$ cat config.mk
export PLATFORM = sky130hd
export DESIGN_NAME = pipeline_hazard_ctrl
export DESIGN_NICKNAME = d
export VERILOG_FILES = /design/src/rtl/pipeline_pkg.sv /design/src/rtl/pipeline_hazard_ctrl_load_use_detect.sv /design/src/rtl/pipeline_hazard_ctrl.sv
export SDC_FILE = /design/constraint.sdc
export NUM_CORES = 1
export LEC_CHECK = 0
export ABC_AREA = 0
export ABC_CLOCK_PERIOD_IN_PS = 3400
export CORE_MARGIN = 5
export CORE_UTILIZATION = 63
export CTS_CLUSTER_DIAMETER = 200
export CTS_CLUSTER_SIZE = 24
export DETAILED_ROUTE_END_ITERATION = 6
export DONT_BUFFER_PORTS = 1
export MAX_ROUTING_LAYER = met4
export PLACE_DENSITY = 0.79
export SYNTH_ARGS = -nofsm -noshare
export SYNTH_HDL_FRONTEND = slang
export SYNTH_HIERARCHICAL = 1
export SYNTH_SLANG_ARGS = --single-unit
$ cat constraint.sdc
create_clock -name clk -period 3.4 [get_ports clk]
set_input_delay 0.68 -clock clk [delete_from_list [all_inputs] [get_ports clk]]
set_output_delay 0.68 -clock clk [all_outputs]
set_load 0.01 [all_outputs]
$ cat src/rtl/pipeline_pkg.sv
// Shared types for the pipeline hazard controller: flush_and_stall encoding
// and the fetch/data-wait sequencer states.
package pipeline_pkg;

   typedef logic [1:0] fs_t;

   localparam fs_t FS_RUN   = 2'b00;
   localparam fs_t FS_STALL = 2'b01;
   localparam fs_t FS_FLUSH = 2'b10;

   typedef enum logic [1:0] {
      ST_RUN,
      ST_DWAIT,
      ST_IWAIT,
      ST_IDISCARD
   } ctrl_state_t;

endpackage

$ cat src/rtl/pipeline_hazard_ctrl_load_use_detect.sv
// Load-use comparator: flags an ID instruction that reads the register being
// loaded by the instruction currently in EX (x0 never creates a hazard).
module load_use_detect (
   input  logic       ex_mem_read,
   input  logic [4:0] ex_rd,
   input  logic [4:0] id_rs1,
   input  logic [4:0] id_rs2,
   input  logic       id_use_rs1,
   input  logic       id_use_rs2,
   output logic       hazard
);

   logic rs1_hit;
   logic rs2_hit;

   always_comb begin
      rs1_hit = id_use_rs1 && (id_rs1 == ex_rd);
      rs2_hit = id_use_rs2 && (id_rs2 == ex_rd);
      hazard  = ex_mem_read && (ex_rd != 5'd0) && (rs1_hit || rs2_hit);
   end

endmodule

$ cat src/rtl/pipeline_hazard_ctrl.sv
// Stall/flush sequencer for the 5-stage pipeline: data-memory waits, branch
// redirects (including ones deferred behind an unabortable fetch), load-use.
module pipeline_hazard_ctrl #(
   parameter int unsigned ADDR_WIDTH = 32,
   parameter int unsigned CNT_WIDTH  = 32
) (
   input  logic                  clk,
   input  logic                  reset,
   input  logic                  imem_req,
   input  logic                  imem_ack,
   input  logic                  dmem_req,
   input  logic                  dmem_ack,
   input  logic [4:0]            id_rs1,
   input  logic [4:0]            id_rs2,
   input  logic                  id_use_rs1,
   input  logic                  id_use_rs2,
   input  logic [4:0]            ex_rd,
   input  logic                  ex_mem_read,
   input  logic                  ex_branch_taken,
   input  logic [ADDR_WIDTH-1:0] ex_target,
   output logic                  pc_write,
   output logic                  pc_redirect,
   output logic [ADDR_WIDTH-1:0] redirect_pc,
   output logic [1:0]            ifid_fs,
   output logic [1:0]            idex_fs,
   output logic [1:0]            exmem_fs,
   output logic [1:0]            memwb_fs,
   output logic [CNT_WIDTH-1:0]  stall_cycles
);

   import pipeline_pkg::*;

   ctrl_state_t           state_q, state_d;
   ctrl_state_t           ret_q, ret_d;
   logic                  pend_valid_q, pend_valid_d;
   logic [ADDR_WIDTH-1:0] pend_pc_q, pend_pc_d;
   logic [CNT_WIDTH-1:0]  stall_q, stall_d;

   logic                  load_use;
   logic                  imem_wait;
   logic                  dmem_wait;
   ctrl_state_t           fetch_st;
   fs_t                   ifid_c, idex_c, exmem_c, memwb_c;
   logic                  pcw_c;
   logic                  redir_c;
   logic [ADDR_WIDTH-1:0] rpc_c;

   load_use_detect u_load_use_detect (
      .ex_mem_read (ex_mem_read),
      .ex_rd       (ex_rd),
      .id_rs1      (id_rs1),
      .id_rs2      (id_rs2),
      .id_use_rs1  (id_use_rs1),
      .id_use_rs2  (id_use_rs2),
      .hazard      (load_use)
   );

   always_comb begin
      imem_wait    = imem_req && !imem_ack;
      dmem_wait    = dmem_req && !dmem_ack;
      // DWAIT overlays the fetch state; ret_q remembers which one to resume
      fetch_st     = (state_q == ST_DWAIT) ? ret_q : state_q;

      state_d      = state_q;
      ret_d        = ret_q;
      pend_valid_d = pend_valid_q;
      pend_pc_d    = pend_pc_q;
      ifid_c       = FS_RUN;
      idex_c       = FS_RUN;
      exmem_c      = FS_RUN;
      memwb_c      = FS_RUN;
      pcw_c        = 1'b1;
      redir_c      = 1'b0;
      rpc_c        = pend_valid_q ? pend_pc_q : ex_target;

      if (dmem_wait) begin
         ifid_c  = FS_STALL;
         idex_c  = FS_STALL;
         exmem_c = FS_STALL;
         memwb_c = FS_FLUSH;
         pcw_c   = 1'b0;
         state_d = ST_DWAIT;
         ret_d   = fetch_st;
      end else if (fetch_st == ST_IDISCARD) begin
         if (ex_branch_taken) begin
            pend_pc_d = ex_target;
         end
         ifid_c = FS_FLUSH;
         if (imem_ack) begin
            redir_c      = 1'b1;
            pend_valid_d = 1'b0;
            state_d      = ST_RUN;
         end else begin
            pcw_c   = 1'b0;
            state_d = ST_IDISCARD;
         end
      end else if (ex_branch_taken) begin
         ifid_c = FS_FLUSH;
         idex_c = FS_FLUSH;
         if (imem_wait) begin
            pcw_c        = 1'b0;
            pend_pc_d    = ex_target;
            pend_valid_d = 1'b1;
            state_d      = ST_IDISCARD;
         end else begin
            redir_c = 1'b1;
            state_d = ST_RUN;
         end
      end else if (load_use) begin
         pcw_c   = 1'b0;
         ifid_c  = FS_STALL;
         idex_c  = FS_FLUSH;
         state_d = imem_wait ? ST_IWAIT : ST_RUN;
      end else if (imem_wait) begin
         pcw_c   = 1'b0;
         ifid_c  = FS_FLUSH;
         state_d = ST_IWAIT;
      end else begin
         state_d = ST_RUN;
      end

      stall_d = stall_q;
      if (!pcw_c && (stall_q != '1)) begin
         stall_d = stall_q + CNT_WIDTH'(1);
      end

      // Reset forces a quiet pipeline regardless of inputs
      if (reset) begin
         ifid_fs     = FS_RUN;
         idex_fs     = FS_RUN;
         exmem_fs    = FS_RUN;
         memwb_fs    = FS_RUN;
         pc_write    = 1'b0;
         pc_redirect = 1'b0;
         redirect_pc = '0;
      end else begin
         ifid_fs     = ifid_c;
         idex_fs     = idex_c;
         exmem_fs    = exmem_c;
         memwb_fs    = memwb_c;
         pc_write    = pcw_c;
         pc_redirect = redir_c;
         redirect_pc = rpc_c;
      end
   end

   always_ff @(posedge clk or posedge reset) begin
      if (reset) begin
         state_q      <= ST_RUN;
         ret_q        <= ST_RUN;
         pend_valid_q <= 1'b0;
         pend_pc_q    <= '0;
         stall_q      <= '0;
      end else begin
         state_q      <= state_d;
         ret_q        <= ret_d;
         pend_valid_q <= pend_valid_d;
         pend_pc_q    <= pend_pc_d;
         stall_q      <= stall_d;
      end
   end

   assign stall_cycles = stall_q;

endmodule

### After elaboration in Yosys (flattened, before gate mapping)

Cells that the tools add are included.

* add/sub/neg operators: 1
* eq/ne operators: 6
* muxes and demuxes: 42
* bitwise logic cells: 1
* reduce and logical (&&, ||, !) cells: 16

Operators with widths (count)
* 2-to-1 mux 32 bit: 6
* 2-to-1 mux 2 bit: 20
* adder 32 x 1 -> 32 bit, second input constant: 1
* != test 32 bit, second input constant: 1
* 2-to-1 mux 1 bit: 16
* equality test 5 bit: 2
* logical AND 1 bit: 7
* nonzero test 5 bit: 1
* AND reduction 4 bit: 1
* nonzero test 2 bit: 2
* zero test 1 bit: 3
* AND reduction 3 bit: 1
* equality test 2 x 1 -> 1 bit, second input constant: 1
* equality test 2 bit, second input constant: 1
* != test 2 bit, second input constant: 1
* logical OR 1 bit: 1
* inverter 1 bit: 1

* flip-flop bits (word level): 69
* input port bits: 57

### Longest topological paths before layout

* depth in word-level cells: 10
* mapped depth: 10

### By module

The synthesis kept the hierarchy.

Modules (own cells, without submodules)
* pipeline_hazard_ctrl: instances 1, cells each 342, area each 3614.7 sq um, seq. area each 1726.7 sq um
* load_use_detect: instances 1, cells each 17, area each 133.9 sq um, seq. area each 0.0 sq um

### Least setup slack after synthesis

OpenSTA, ideal clock, no wires.

* path type: input to register
* start: input port ex_rd[0]
* end: register stall_q[17], in the netlist stall_cycles[17]
* library setup time: 0.079 ns
* data arrival time: 2.565 ns
* data required time: 3.321 ns
* slack: 0.756 ns
* stages on the path: 10
* path through: xor2_1 -> nor4_2 -> nand3_1 -> a21oi_1 -> nand2b_1 -> a21oi_1 -> o21ai_0 -> clkbuf_1 -> nor4_1 -> xor2_1

* cells in the longest elaborated chain, start to end: 10
* elaborated cells between the ends (all ways): 14
* classes of those cells: 2 x eq/ne; 4 x mux; 8 x reduce/logical

Ends and longest elaborated chain
* from (decl): line pipeline_hazard_ctrl.sv:17 `input logic [4:0] ex_rd,`
* equality test 5 bit, on equally long branches: line pipeline_hazard_ctrl_load_use_detect.sv:17, pipeline_hazard_ctrl_load_use_detect.sv:18
* logical AND 1 bit, on equally long branches: line pipeline_hazard_ctrl_load_use_detect.sv:17, pipeline_hazard_ctrl_load_use_detect.sv:18
* logical OR 1 bit: line pipeline_hazard_ctrl_load_use_detect.sv:19 `hazard = ex_mem_read && (ex_rd != 5'd0) && (rs1_hit || rs2_hit);`
* logical AND 1 bit *: line pipeline_hazard_ctrl_load_use_detect.sv:19
* via load_use: line pipeline_hazard_ctrl.sv:39 `logic load_use;`
* 2-to-1 mux 1 bit *: line pipeline_hazard_ctrl.sv:109 `end else if (load_use) begin`
* 2-to-1 mux 1 bit *: line pipeline_hazard_ctrl.sv:97 `end else if (ex_branch_taken) begin`
* 2-to-1 mux 1 bit *: line pipeline_hazard_ctrl.sv:84 `end else if (fetch_st == ST_IDISCARD) begin`
* 2-to-1 mux 1 bit *: line pipeline_hazard_ctrl.sv:76 `if (dmem_wait) begin`
* zero test 1 bit *: line pipeline_hazard_ctrl.sv:123 `if (!pcw_c && (stall_q != '1)) begin`
* logical AND 1 bit *: line pipeline_hazard_ctrl.sv:123
* to (signal assigned): line pipeline_hazard_ctrl.sv:159 `stall_q <= stall_d;`
* to (decl): line pipeline_hazard_ctrl.sv:37 `logic [CNT_WIDTH-1:0] stall_q, stall_d;`

The timed path passes the listed nets; every way through them passes the cells marked *.
A chain may end at the register's enable or synchronous reset.

### Final worst setup path

* start: input port ex_rd[2]
* end: output port ifid_fs[0]

* cells in the longest elaborated chain, start to end: 9
* elaborated cells between the ends (all ways): 13
* classes of those cells: 2 x eq/ne; 5 x mux; 6 x reduce/logical

Ends and longest elaborated chain
* equality test 5 bit, on equally long branches: line pipeline_hazard_ctrl_load_use_detect.sv:17, pipeline_hazard_ctrl_load_use_detect.sv:18
* logical AND 1 bit, on equally long branches: line pipeline_hazard_ctrl_load_use_detect.sv:17, pipeline_hazard_ctrl_load_use_detect.sv:18
* logical OR 1 bit: line pipeline_hazard_ctrl_load_use_detect.sv:19
* logical AND 1 bit *: line pipeline_hazard_ctrl_load_use_detect.sv:19
* via load_use: line pipeline_hazard_ctrl.sv:39
* 2-to-1 mux 2 bit *: line pipeline_hazard_ctrl.sv:109
* 2-to-1 mux 2 bit *: line pipeline_hazard_ctrl.sv:97
* 2-to-1 mux 2 bit *: line pipeline_hazard_ctrl.sv:84
* 2-to-1 mux 2 bit *: line pipeline_hazard_ctrl.sv:76
* 2-to-1 mux 2 bit *: line pipeline_hazard_ctrl.sv:128 `if (reset) begin`
* to (decl): line pipeline_hazard_ctrl.sv:24 `output logic [1:0] ifid_fs,`

Marked as above.

==> summary by stage <==
Outcome
The flow ran to the end, and the final reports show no timing, DRC or antenna violations.

GRT
The initial antenna violation count was 0. Entering global routing, the biggest net connects 50 pins. The wire length of the first global-routing pass is 12.5 mm. The via count of the first global-routing pass was 2625. In the global route stage, overall resource usage came out at 0.217. The final global-route overflow total is 0.

Timing
The number of hold-slack violations in the final timing report is 0. The final max-slew violation count came to 0. Across all setup checks in the final design, the least slack found is 0.467 ns. The peak clock frequency supported by timing is 0.341 GHz. Setup repair after global routing left no endpoint under its margin.

The final period utilization is 0.863. After routing, the total negative slack on setup checks comes to 0 ns. For the pin with the worst max-slew slack, the measured transition is 0.617 ns. In this run the tightest slew margin relative to its limit is 0.587. The worst hold slack is 0.208 ns. Setup violations remaining at the end of the flow were counted as 0.

The final critical-path required period is 2.93 ns. The setup clock skew after layout is 0.0104 ns.

Synth
The fraction of the mapped netlist area in adder cells is 0.00334. Of the post-synthesis cell area, the dominant cell type holds 0.461. By area, the combinational part of the netlist is dominated by simple AND/OR/NAND/NOR gates. Of the post-synthesis cell area, the part taken by muxes is 0.185. The xor/xnor cell area share of the yosys netlist is 0.0935. The cell area after synthesis is 0.00375 mm². In the post-synthesis netlist, the biggest area contributors are sky130_fd_sc_hd__dfrtp_1 46%, sky130_fd_sc_hd__mux2_2 9.9%, sky130_fd_sc_hd__mux2i_1 8.5%. The complex-gate fraction of the synthesized area is 0.0337. Counting flops with a built-in enable in the synthesized netlist gives 0. Of the synthesized area, sequential elements account for 0.461.

The commonest cells after synthesis are 69 x sky130_fd_sc_hd__dfrtp_1, 47 x sky130_fd_sc_hd__nor2_1, 33 x sky130_fd_sc_hd__mux2_2. The top cell type by total area after synthesis is sky130_fd_sc_hd__dfrtp_1. The count of cell types in the netlist is 40. For this run, the leading register cell type out of synthesis is sky130_fd_sc_hd__dfrtp_1. After technology mapping, the gate count stands at 359. After synthesis, the share of flip-flops with an asynchronous set or reset is 1.00. The most numerous cell in the Yosys netlist is sky130_fd_sc_hd__dfrtp_1.

The Yosys step of the flow raised 6 warnings. The area share of and/or/nand/nor cells after synthesis is 0.192. Counting flops and latches in the post-synthesis netlist gives 69.

Each instance of the synthesized netlist takes up on average 10.4 µm².

Worst setup path
The stage delay of the slowest cell on the critical path is 0.39 ns. The critical path goes through xor2_1, nor4_1, nand3_1, a21oi_1, nand2b_1, a21oi_1, nor2_1, nor2_1. The worst setup path is of the in2out kind. The endpoint type of the worst setup path is a primary output. The worst setup path is launched from a primary input. The critical path required time is 2.72 ns.

The arrival time reported for the critical path endpoint is 2.25 ns. In this run the worst path has a maximum fanout of 6. The slowest stage of the critical path is the sky130_fd_sc_hd__a21oi_1 cell.

Layout
From synthesis to final layout, the design area changed by 6.07%. 0 antenna diodes ended up in the layout. Counting the fill cells in the layout gives 459. The layout net count is 415. Summing all flip-flop and latch instances after layout gives 0.00173 mm². In the final layout, the share of cells above drive strength 1 is 0.185. In the final layout, the multi-input gates occupy 0.00192 mm².

Place
The final weighted congestion in routability-driven placement is 0.927. The number of buffers inserted by port buffering is 0. The final HPWL from detailed placement is 5.67 mm. At the placement stage, the worst setup path has a slack of 0.496 ns.

Detailed routing
The first-pass iteration count of the detailed router is 5. The number of vias after detailed routing is 2600. The detail-routed via count per cell is 5.95. The antenna violation net count after detailed routing is 0. The starting DRC count in detailed routing is 82.

The wire length per cell after detailed routing is 17.5 µm. Wires add up to 7.66 mm. In the routed design, unresolved DRC markers number 0.

Pwr
The part of the power in combinational logic is 0.203. The portion of total power attributed to the clock network is 0.278. The post-layout total power is 0.00207 W.

The analysis attributes to net switching a power of 0.000631 W. Of the total power, the share spent switching nets is 0.304. The static leakage power is 1.93 nW.

The maximum VDD drop is 0.000339 V. Power spread over the standard cell area amounts to 521 mW/mm². Cell internal power was estimated by the tool at 0.00144 W. Of the total power, registers draw 0.519.

Floorplanning
The die width is 87.1 µm. 131 I/O pins were placed. The starting density of the core is 0.641.

The count of standard-cell rows is 28. The floorplan die height is 87.1 µm. The die outline area is 0.00759 mm².

The core region is 0.00585 mm².

Clocking
The number of clock sinks is 69. Clock latency on the worst-skew pair, taken at its later pin, is 0.34 ns. In this run, post-CTS repair resized a total of 0 instances. In this run the number of H-tree levels came out at 3. The clock-pin slew of the registers on the worst-case setup and hold paths is 0.07 ns. The buffer depth of the longest clock path is 2. The buffers inserted during post-CTS setup optimization is 0. The number of hold buffers added after CTS is 0.

The number of CTS-inserted buffers is 9. TritonCTS built the clock tree. CTS placed an instance of sky130_fd_sc_hd__clkbuf_8 at the clock tree root.

Flow run
The total of max-cap violations is 0.

Worst hold path
The class of the most critical hold timing path is in2async.
logic make-up (layout without fill, tap and decap cells):
logic type / count (synthesis) / in the layout
flip-flops: 69 / 69
other: 1 / 2
AND/OR/NAND/NOR: 137 / 137
XOR/XNOR: 40 / 40
adder cells (fa/ha/maj): 1 / 1
multiplexers: 65 / 65
buffers and inverters: 25 / 27
AO/OA/AOI/OAI: 21 / 21
placed cells by master, fill, tap and decap left out, types with 2 or more instances in the layout:
cell,n
sky130_fd_sc_hd__dfrtp_1,68
sky130_fd_sc_hd__xor2_1,26
sky130_fd_sc_hd__mux2i_1,32
sky130_fd_sc_hd__o211ai_1,2
sky130_fd_sc_hd__a21oi_1,5
sky130_fd_sc_hd__nor2_1,47
sky130_fd_sc_hd__nor4_1,12
sky130_fd_sc_hd__mux2_2,33
sky130_fd_sc_hd__o21ai_0,6
sky130_fd_sc_hd__and3_1,5
sky130_fd_sc_hd__buf_4,7
sky130_fd_sc_hd__nor3_1,14
sky130_fd_sc_hd__nand4_1,12
sky130_fd_sc_hd__nand2b_1,4
sky130_fd_sc_hd__nor4_2,2
sky130_fd_sc_hd__xnor2_1,14
sky130_fd_sc_hd__nand3_1,9
sky130_fd_sc_hd__inv_1,3
sky130_fd_sc_hd__clkinv_2,3
sky130_fd_sc_hd__clkbuf_8,10
sky130_fd_sc_hd__conb_1,2
sky130_fd_sc_hd__nand2_1,17
sky130_fd_sc_hd__nand3_2,4
sky130_fd_sc_hd__clkbuf_1,2
sky130_fd_sc_hd__and2_1,4
area by class of cell:
| type | count | share of cell area |
|---|---|---|
| clock buffers | 12 | 0.0365 |
| multi-input cells | 266 | 0.482 |
| well taps | 75 | 0.0236 |
| repair buffers | 7 | 0.0132 |
| clock inverters | 4 | 0.00598 |
| inverters | 4 | 0.00378 |
| flip-flops and latches | 69 | 0.435 |
layer usage:
metal | part of all wire | vias up | GRT usage
met3 | 0.086 | 22 | 0.0549
met4 | 0.031 | 0 | 0.110
met1 | 0.41 | 1213 | 0.265
met5 | 0 | - | -
met2 | 0.48 | 110 | 0.337
li1 | - | 1255 | -
state kept, by name, indices dropped and copies added (netlist names):
register / flops
pend_pc_q: 32
stall_cycles: 32
pend_valid_q: 1
ret_q: 2
state_q: 2
final timing paths:
| check | start | end | slack (ns) | cells after the start |
|---|---|---|---|---|
| min | reset | pend_pc_q[26] | 0.21 | 1 |
| min reg2reg | pend_pc_q[18] | pend_pc_q[18] | 0.51 | 1 |
| max in group asynchronous | reset | pend_valid_q | 2.22 | 2 |
| max | ex_rd[2] | ifid_fs[0] | 0.47 | 8 |
| max reg2reg | stall_cycles[0] | stall_cycles[1] | 0.91 | 6 |
| min in group clk | imem_ack | pend_valid_q | 0.45 | 1 |
metrics by stage:
step / utilization / cells / instance area, µm²
final: 0.680 / 437 / 3980
after global routing: 0.680 / 437 / 3980
after CTS: 0.680 / 437 / 3980
after detailed placement: 0.651 / 421 / 3810
after global placement: 0.651 / 421 / 3810
after floorplan: - / 360 / 3750
critical path, delay by kind of cell:
kind             cells  cell delay, ns
AO/OA/AOI/OAI        2            0.63
AND/OR/NAND/NOR      5            0.79
XOR/XNOR             1            0.14
power groups by stage:
stage,clock [W],sequential [W],combinational (W)
final,0.000576,0.00108,0.000420
after global routing,0.000639,0.00110,0.000465
after CTS,0.000592,0.00108,0.000428
after detailed placement,0,0.00109,0.000425
after global placement,0,0.00108,0.000413
after floorplan,0,0.00106,0.000364
(Power assumes the default switching activity.)
